===== src/rtl/dbl_sha_pkg.sv =====
// Shared constants, FSM state type and beat payload for the double-SHA second-pass streamer.
package dbl_sha_pkg;

  localparam int unsigned BLK_WORDS = 16;
  localparam logic [31:0] PAD_WORD  = 32'h8000_0000;

  typedef enum logic {
    IDLE,
    SEND
  } dbl_state_t;

  typedef struct packed {
    logic [31:0] data;
    logic        last;
  } dbl_beat_t;

  // Message length word placed in the final word of the padded block.
  function automatic logic [31:0] len_word(input int unsigned hash_w);
    return 32'(hash_w);
  endfunction

endpackage


===== src/rtl/dbl_sha_stream_if.sv =====
// Word stream from the digest padder to the shared second-pass SHA core.
interface dbl_sha_stream_if #(
  parameter int unsigned CH_W = 2
);
  logic            dbl_vld;
  logic [31:0]     dbl_din;
  logic [CH_W-1:0] dbl_ch;
  logic            dbl_last;
  logic            dbl_rdy;

  modport master (output dbl_vld, dbl_din, dbl_ch, dbl_last, input dbl_rdy);
  modport slave  (input dbl_vld, dbl_din, dbl_ch, dbl_last, output dbl_rdy);
endinterface


===== src/rtl/dbl_sha_rr_arb.sv =====
// Round-robin arbiter: search starts one past the last granted index, pointer moves on adv.
module dbl_sha_rr_arb #(
  parameter int unsigned N  = 4,
  parameter int unsigned IW = 2
) (
  input  logic          clk,
  input  logic          rst_n,
  input  logic [N-1:0]  req,
  input  logic          adv,
  output logic [N-1:0]  gnt_oh_c,
  output logic [IW-1:0] gnt_idx_c,
  output logic          any_c
);

  logic [IW-1:0] ptr_q;
  int unsigned   pos;

  // First requester found walking upward from the pointer, wrapping at N.
  always_comb begin
    gnt_oh_c  = '0;
    gnt_idx_c = '0;
    any_c     = 1'b0;
    pos       = 0;
    for (int unsigned off = 0; off < N; off++) begin
      pos = 32'(ptr_q) + off;
      if (pos >= N) pos = pos - N;
      if (!any_c && req[IW'(pos)]) begin
        any_c               = 1'b1;
        gnt_idx_c           = IW'(pos);
        gnt_oh_c[IW'(pos)]  = 1'b1;
      end
    end
  end

  always_ff @(posedge clk or negedge rst_n) begin
    if (!rst_n) begin
      ptr_q <= '0;
    end else if (adv && any_c) begin
      ptr_q <= (32'(gnt_idx_c) + 32'd1 >= N) ? '0 : gnt_idx_c + IW'(1);
    end
  end

endmodule


===== src/rtl/dbl_sha_stream.sv =====
// Captures first-pass digests from NCH engines and streams each as one padded 512-bit block.
// Build option DBL_SHA_STREAM_BSWAP_EN byte-reverses every digest word on output.
module dbl_sha_stream
  import dbl_sha_pkg::*;
#(
  parameter int unsigned NCH    = 4,
  parameter int unsigned HASH_W = 256,
  parameter int unsigned CH_W   = 2
) (
  input  logic                  clk,
  input  logic                  rst_n,
  input  logic                  dbl_en,
  input  logic [NCH-1:0]        done,
  input  logic [NCH*HASH_W-1:0] hash,
  dbl_sha_stream_if.master      dbl,
  output logic                  busy,
  output logic [NCH-1:0]        ovf
);

  localparam int unsigned HW    = HASH_W / 32;
  localparam int unsigned CNT_W = $clog2(BLK_WORDS);

  dbl_state_t          state_q, state_nxt;
  dbl_beat_t           beat_q, beat_nxt;
  logic                vld_q, vld_nxt;
  logic [CH_W-1:0]     ch_q, ch_nxt;
  logic [CNT_W-1:0]    cnt_q, cnt_nxt, cnt_inc;
  logic [HASH_W-1:0]   sh_q, sh_nxt;
  logic [HASH_W-1:0]   dig_q [NCH];
  logic [NCH-1:0]      pend_q, pend_nxt, ovf_nxt, clr;
  logic [NCH-1:0]      gnt_oh;
  logic [CH_W-1:0]     gnt_idx;
  logic                gnt_any, grant;

  function automatic logic [31:0] bswap(input logic [31:0] w);
`ifdef DBL_SHA_STREAM_BSWAP_EN
    return {w[7:0], w[15:8], w[23:16], w[31:24]};
`else
    return w;
`endif
  endfunction

  // Padded-block word k; dw is the digest word that belongs at k when k is a digest slot.
  function automatic logic [31:0] word_sel(input logic [CNT_W-1:0] k, input logic [31:0] dw);
    if (k < CNT_W'(HW))                  return bswap(dw);
    else if (k == CNT_W'(HW))            return PAD_WORD;
    else if (k == CNT_W'(BLK_WORDS - 1)) return len_word(HASH_W);
    else                                 return '0;
  endfunction

  dbl_sha_rr_arb #(
    .N  (NCH),
    .IW (CH_W)
  ) u_arb (
    .clk       (clk),
    .rst_n     (rst_n),
    .req       (pend_q),
    .adv       (grant),
    .gnt_oh_c  (gnt_oh),
    .gnt_idx_c (gnt_idx),
    .any_c     (gnt_any)
  );

  assign grant   = (state_q == IDLE) && dbl_en && gnt_any;
  assign cnt_inc = cnt_q + CNT_W'(1);

  // A fresh done wins over the grant clear; overwrite of an ungranted digest flags overflow.
  always_comb begin
    clr      = grant ? gnt_oh : '0;
    pend_nxt = (pend_q & ~clr) | done;
    ovf_nxt  = ovf | (done & pend_q & ~clr);
  end

  // Block sequencer: grant loads word 0, each handshake presents the next word.
  always_comb begin
    state_nxt = state_q;
    vld_nxt   = vld_q;
    beat_nxt  = beat_q;
    ch_nxt    = ch_q;
    cnt_nxt   = cnt_q;
    sh_nxt    = sh_q;
    case (state_q)
      IDLE: begin
        if (grant) begin
          state_nxt     = SEND;
          vld_nxt       = 1'b1;
          ch_nxt        = gnt_idx;
          cnt_nxt       = '0;
          sh_nxt        = dig_q[gnt_idx];
          beat_nxt.data = word_sel('0, dig_q[gnt_idx][HASH_W-1 -: 32]);
          beat_nxt.last = 1'b0;
        end
      end
      SEND: begin
        if (vld_q && dbl.dbl_rdy) begin
          if (cnt_q == CNT_W'(BLK_WORDS - 1)) begin
            state_nxt     = IDLE;
            vld_nxt       = 1'b0;
            beat_nxt.last = 1'b0;
          end else begin
            cnt_nxt       = cnt_inc;
            sh_nxt        = sh_q << 32;
            beat_nxt.data = word_sel(cnt_inc, sh_q[HASH_W-33 -: 32]);
            beat_nxt.last = (cnt_inc == CNT_W'(BLK_WORDS - 1));
          end
        end
      end
      default: state_nxt = IDLE;
    endcase
  end

  always_ff @(posedge clk or negedge rst_n) begin
    if (!rst_n) begin
      state_q <= IDLE;
      vld_q   <= 1'b0;
      beat_q  <= '0;
      ch_q    <= '0;
      cnt_q   <= '0;
      busy    <= 1'b0;
      pend_q  <= '0;
      ovf     <= '0;
    end else begin
      state_q <= state_nxt;
      vld_q   <= vld_nxt;
      beat_q  <= beat_nxt;
      ch_q    <= ch_nxt;
      cnt_q   <= cnt_nxt;
      busy    <= (state_nxt == SEND);
      pend_q  <= pend_nxt;
      ovf     <= ovf_nxt;
    end
  end

  // Digest storage is data-only and carries no reset.
  always_ff @(posedge clk) begin
    sh_q <= sh_nxt;
    for (int i = 0; i < int'(NCH); i++) begin
      if (done[i]) dig_q[i] <= hash[i*HASH_W +: HASH_W];
    end
  end

  assign dbl.dbl_vld  = vld_q;
  assign dbl.dbl_din  = beat_q.data;
  assign dbl.dbl_last = beat_q.last;
  assign dbl.dbl_ch   = ch_q;

endmodule


===== src/flat_wrapper.sv =====
// flat-port wrapper written by rule: the top's interface ports become plain ports
module dbl_sha_stream_flat import dbl_sha_pkg::*;
#(
  parameter int unsigned NCH    = 4,
  parameter int unsigned HASH_W = 256,
  parameter int unsigned CH_W   = 2
)
  (clk, rst_n, dbl_en, done, hash, busy, ovf, dbl_dbl_vld, dbl_dbl_din, dbl_dbl_ch, dbl_dbl_last, dbl_dbl_rdy);
  dbl_sha_stream_if #(.CH_W(CH_W)) dbl_i ();
  input  logic clk;
  input  logic rst_n;
  input  logic dbl_en;
  input  logic [NCH-1:0] done;
  input  logic [NCH*HASH_W-1:0] hash;
  output logic busy;
  output logic [NCH-1:0] ovf;
  output wire logic [$bits(dbl_i.dbl_vld)-1:0] dbl_dbl_vld;
  output wire logic [$bits(dbl_i.dbl_din)-1:0] dbl_dbl_din;
  output wire logic [$bits(dbl_i.dbl_ch)-1:0] dbl_dbl_ch;
  output wire logic [$bits(dbl_i.dbl_last)-1:0] dbl_dbl_last;
  input wire logic [$bits(dbl_i.dbl_rdy)-1:0] dbl_dbl_rdy;
  assign dbl_dbl_vld = dbl_i.dbl_vld;
  assign dbl_dbl_din = dbl_i.dbl_din;
  assign dbl_dbl_ch = dbl_i.dbl_ch;
  assign dbl_dbl_last = dbl_i.dbl_last;
  assign dbl_i.dbl_rdy = dbl_dbl_rdy;
  dbl_sha_stream #(.NCH(NCH), .HASH_W(HASH_W), .CH_W(CH_W)) u_core (.clk(clk), .rst_n(rst_n), .dbl_en(dbl_en), .done(done), .hash(hash), .dbl(dbl_i), .busy(busy), .ovf(ovf));
endmodule

===== config.mk =====
export PLATFORM = sky130hd
export DESIGN_NAME = dbl_sha_stream_flat
export DESIGN_NICKNAME = d
export VERILOG_FILES = /design/src/rtl/dbl_sha_pkg.sv /design/src/rtl/dbl_sha_stream_if.sv /design/src/rtl/dbl_sha_rr_arb.sv /design/src/rtl/dbl_sha_stream.sv /design/src/flat_wrapper.sv
export SDC_FILE = /design/constraint.sdc
export NUM_CORES = 2
export LEC_CHECK = 0
export ABC_CLOCK_PERIOD_IN_PS = 7300
export CORE_AREA = 5 5 418 420
export CTS_BUF_LIST = sky130_fd_sc_hd__clkbuf_4
export CTS_CLUSTER_DIAMETER = 60
export DETAILED_ROUTE_END_ITERATION = 7
export DIE_AREA = 0 0 423 425
export RECOVER_POWER = 25
export SETUP_SLACK_MARGIN = 0.3
export SLEW_MARGIN = 10
export SYNTH_ARGS = -nofsm -noshare
export SYNTH_HDL_FRONTEND = slang
export SYNTH_SLANG_ARGS = --single-unit

===== constraint.sdc =====
create_clock -name clk -period 7.3 [get_ports clk]
set_clock_uncertainty 0.05 [all_clocks]
set_input_delay 1.46 -clock clk [delete_from_list [all_inputs] [get_ports clk]]
set_output_delay 1.46 -clock clk [all_outputs]
set_load 0.02 [all_outputs]

==> results.md <==
- Number of nets in the layout: about 5500
- I/O pin total: 1073
- Maximum clock path buffer count: 4
- Maximum fanout along the worst path: 40
- Sink count of the clock tree: 1299
- Number of distinct library cells after synthesis: 60
- Die footprint: 180000 um2
- Total Wirelength: 203 mm
- Final Critical Period: 5.46 ns
- Aggregate global-route resource usage: 0.216
- Final setup TNS: 0 ns
- Slowest cell on the critical path: sky130_fd_sc_hd__buf_4
- Data arrival time of the critical path: 6.52 ns
- Area leader, netlist: sky130_fd_sc_hd__edfxtp_1
- Routed vias/inst: 5.18
- Mean routed wirelength per cell: 29.0 um
- Input/output buffers: approximately 1100
- Number of iterations in the first detailed-routing pass: 5
- Area of all sequential standard cells: 38800 um2
- Outcome: finished, violations left
- Sequential share of the synthesized area: 0.734
- Failing checks: capacitance limit, slew limit
- Vias in the first global route: 36900
- Final Max Tran Viols: 42
- CTS Buf Count: around 370
- DRT iter0 DRCs: approximately 3500
- Total of endpoints with negative setup slack in the final report: 0
- Final weighted congestion of routability-driven global placement: 0.860
- Cell-by-cell listing of the critical path: inv_1 -> ha_1 -> mux4_2 -> nor2b_1 -> o21ai_4 -> and2_4 -> buf_4 -> buf_4 -> mux4_2 -> and2_1
- Die span in x: 423 um
- # Max-Cap Violations: 1
- Fraction of registers with async set/reset: 0.0393
- Period utilization: 0.748
- Number of flops mapped to enable cells by yosys: 1248
- Top FF cell, synth: sky130_fd_sc_hd__edfxtp_1
- Critical Path End Type: flip-flop
- Number of routed nets with antenna violations: 0
- Share of post-route cells with drive strength above 1: 0.184
- Critical path data required time: 8.36 ns
- Final HPWL from detailed placement: 138 mm
- Start-to-end type of the worst setup path: reg2reg
- Count of hold-fix buffers inserted at cts: 0
- CP Launch Type: flip-flop
- Count of warnings emitted by yosys: 0
- Crit Reg-Reg Endpoint: u_core.sh_q[15]
- Count of unresolved DRC violations after routing: 0
- Synthesized instance count: 3154
- Final count of hold timing violations: 0
- Largest vdd supply drop: 185 uV
- Largest net degree at the start of global routing: 112
- Synthesized net count: approximately 4200
- Power per standard cell area: 325 nW/um2
- Number of placement rows: 152
- Average cell area after synthesis: 16.7 um2
- R2R depth: 10
- Dominant cells by area after synthesis: sky130_fd_sc_hd__edfxtp_1 (71%), sky130_fd_sc_hd__mux2i_1 (3.7%), sky130_fd_sc_hd__a221oi_2 (3.5%)
- Seq cells post-synth: 1299
- Achievable frequency: 183 MHz
- Portion of synthesized cell area occupied by the leading cell type: 0.710
- Initial core utilization: 0.309
- Number of levels the H-tree was split into: 5
- Post-synthesis cell area: 52800 um2
- Multi-input gate area in the final layout: about 12000 um2
- FF-to-FF Start: u_core.u_arb.ptr_q[1]
- Wire length of the first global-routing pass: 278 mm
- Number of fillers in the final layout: 15600
- Setup Fix Bufs, Post-CTS: 0
- Antenna violations before repair: 193
- Library cell used as clock root buffer: sky130_fd_sc_hd__clkbuf_4
- Core outline area: 171000 um2
- Worst slew margin relative to its limit: -1.12
- Clock slew seen by the registers of the worst setup and hold paths: 0.07 ns
- Setup repair after global routing missed its margin: false
- Worst-margin pin slew: 3.18 ns
- Total power draw: around 23000 uW
- Post-CTS sizing: 0
- Vias post-DR: 36200
- Global-route congestion overflow total: 0
- CP peak stage delay: 0.76 ns
- Floorplan die height: 425 um
- Area growth syn-to-layout: 33.5%
- Leakage Power: 0.0260 uW
- CTS tree: built
- Register-to-register path setup slack: ~1.8 ns
- Hold/Removal Path Class: in2async
- Clock network latency to the later pin of the worst-skew pair: between 1 and 1.5 ns
-- sequential cells by signal, indices dropped and copies added, names as in the netlist --
| signal | flops |
|---|---|
| u_core.dig_q | 1024 |
| u_core.sh_q | 224 |
| u_core.dbl.dbl_din | 32 |
| u_core.cnt_q | 4 |
| u_core.ovf | 4 |
| u_core.pend_q | 4 |
| u_core.dbl.dbl_ch | 2 |
| u_core.u_arb.ptr_q | 2 |
| u_core.busy | 1 |
| u_core.dbl.dbl_last | 1 |
| u_core.dbl.dbl_vld | 1 |
-- routing by layer --
layer | wire length (um) | up-vias | global-route usage | share of wire
met5 | 321 | - | 0 | 0.0016
met4 | 7250 | 52 | 0.0957 | 0.036
met3 | 15900 | 513 | 0.0593 | 0.078
met2 | 104000 | 1977 | 0.372 | 0.51
met1 | 75600 | 18200 | 0.254 | 0.37
li1 | - | 15500 | - | -
-- critical path, delay by kind of cell, from the launching register on --
family,cells,cell delay (ns)
muxes,2,1.11
DFF,1,0.48
buffers and inverters,3,1.58
adders and majority gates,1,0.45
AOI/OAI and AO/OA,1,0.60
and+or+nand+nor,3,0.82
-- Yosys cell counts, drive strengths merged (5+ instances only) --
cell,n
edfxtp,1248
and3,281
inv,200
a221oi,198
mux2i,197
a211oi,192
clkbuf,158
nand2,142
buf,76
mux2,63
a311oi,59
dfrtp,51
and2,36
mux4,35
a21oi,34
o21a,32
a221o,31
a2111oi,29
nor2,11
ha,10
nand3,9
o21ai,9
a21o,7
nor2b,6
o31ai,5
-- worst max-delay path by stage --
stage | start | slack (ns) | end | cells after the start
floorplan | dbl_en | 0.99 | u_core.sh_q[0] | 6
global placement | u_core.u_arb.ptr_q[1] | 1.79 | u_core.sh_q[15] | 10
detailed placement | u_core.u_arb.ptr_q[1] | 1.68 | u_core.sh_q[16] | 10
CTS | u_core.u_arb.ptr_q[1] | 1.74 | u_core.sh_q[16] | 10
global route | u_core.u_arb.ptr_q[1] | 1.55 | u_core.sh_q[16] | 10
finish | u_core.u_arb.ptr_q[1] | 1.84 | u_core.sh_q[15] | 10
-- kinds of logic after synthesis --
| group | share of synthesized area |
|---|---|
| AO/OA/AOI/OAI | 0.110 |
| XOR/XNOR | 0.000332 |
| adder cells (fa/ha/maj) | 0.00237 |
| buffers and inverters | 0.0360 |
| flip-flops | 0.734 |
| multiplexers | 0.0658 |
| AND/OR/NAND/NOR | 0.0514 |
-- cell usage in the layout, fill, tap and decap left out, types with 4 or more instances in the layout --
cell	n
sky130_fd_sc_hd__a2111oi_0	29
sky130_fd_sc_hd__diode_2	99
sky130_fd_sc_hd__clkinv_2	16
sky130_fd_sc_hd__a21o_1	7
sky130_fd_sc_hd__buf_12	16
sky130_fd_sc_hd__and3_1	281
sky130_fd_sc_hd__a221oi_2	124
sky130_fd_sc_hd__o31ai_1	4
sky130_fd_sc_hd__mux2i_1	196
sky130_fd_sc_hd__a221oi_1	74
sky130_fd_sc_hd__a221o_1	31
sky130_fd_sc_hd__nand3_1	9
sky130_fd_sc_hd__a211oi_1	192
sky130_fd_sc_hd__clkinv_1	59
sky130_fd_sc_hd__mux2_2	57
sky130_fd_sc_hd__mux2_1	5
sky130_fd_sc_hd__a31oi_1	4
sky130_fd_sc_hd__inv_2	6
sky130_fd_sc_hd__clkbuf_4	534
sky130_fd_sc_hd__and2_1	33
sky130_fd_sc_hd__nor2_1	7
sky130_fd_sc_hd__inv_1	197
sky130_fd_sc_hd__buf_4	38
sky130_fd_sc_hd__a21oi_1	34
sky130_fd_sc_hd__edfxtp_1	1248
sky130_fd_sc_hd__a311oi_1	59
sky130_fd_sc_hd__ha_1	10
sky130_fd_sc_hd__dlygate4sd3_1	658
sky130_fd_sc_hd__nand2_1	141
sky130_fd_sc_hd__dfrtp_1	49
sky130_fd_sc_hd__o21ai_0	7
sky130_fd_sc_hd__a31o_2	4
sky130_fd_sc_hd__clkdlybuf4s50_1	409
sky130_fd_sc_hd__mux4_2	35
sky130_fd_sc_hd__o21a_1	32
sky130_fd_sc_hd__nor2b_1	6
-- cell type report --
| class | instances | area share |
|---|---|---|
| flip-flops and latches | 1299 | 0.550 |
| multi-input cells | 1421 | 0.173 |
| repair buffers | 1126 | 0.161 |
| clock buffers | 534 | 0.0569 |
| well taps | 2233 | 0.0396 |
| inverters | 200 | 0.0108 |
| clock inverters | 84 | 0.00531 |
| diodes | 99 | 0.00352 |
-- where the power goes --
| part | internal (uW) | switching (uW) |
|---|---|---|
| sequential | 9590 | 734 |
| clock | 3360 | 3140 |
| combinational | 2440 | 3660 |
-- metrics by stage --
stage | instances | worst slack, ns | hold slack [ns] | util | cell area [um2]
2_1_floorplan | 3154 | 0.995 | 0.451 | - | 52800
3_3_place_gp | 6279 | 1.79 | 0.404 | 0.386 | 65900
3_5_place_dp | 6279 | 1.68 | 0.408 | 0.386 | 65900
4_1_cts | 6897 | 1.74 | 0.0868 | 0.412 | 70200
5_1_grt | 6964 | 1.55 | 0.155 | 0.413 | 70400
6_report | 6996 | 1.84 | 0.261 | 0.413 | 70500
No activity file was read; power rests on OpenSTA's default activity.
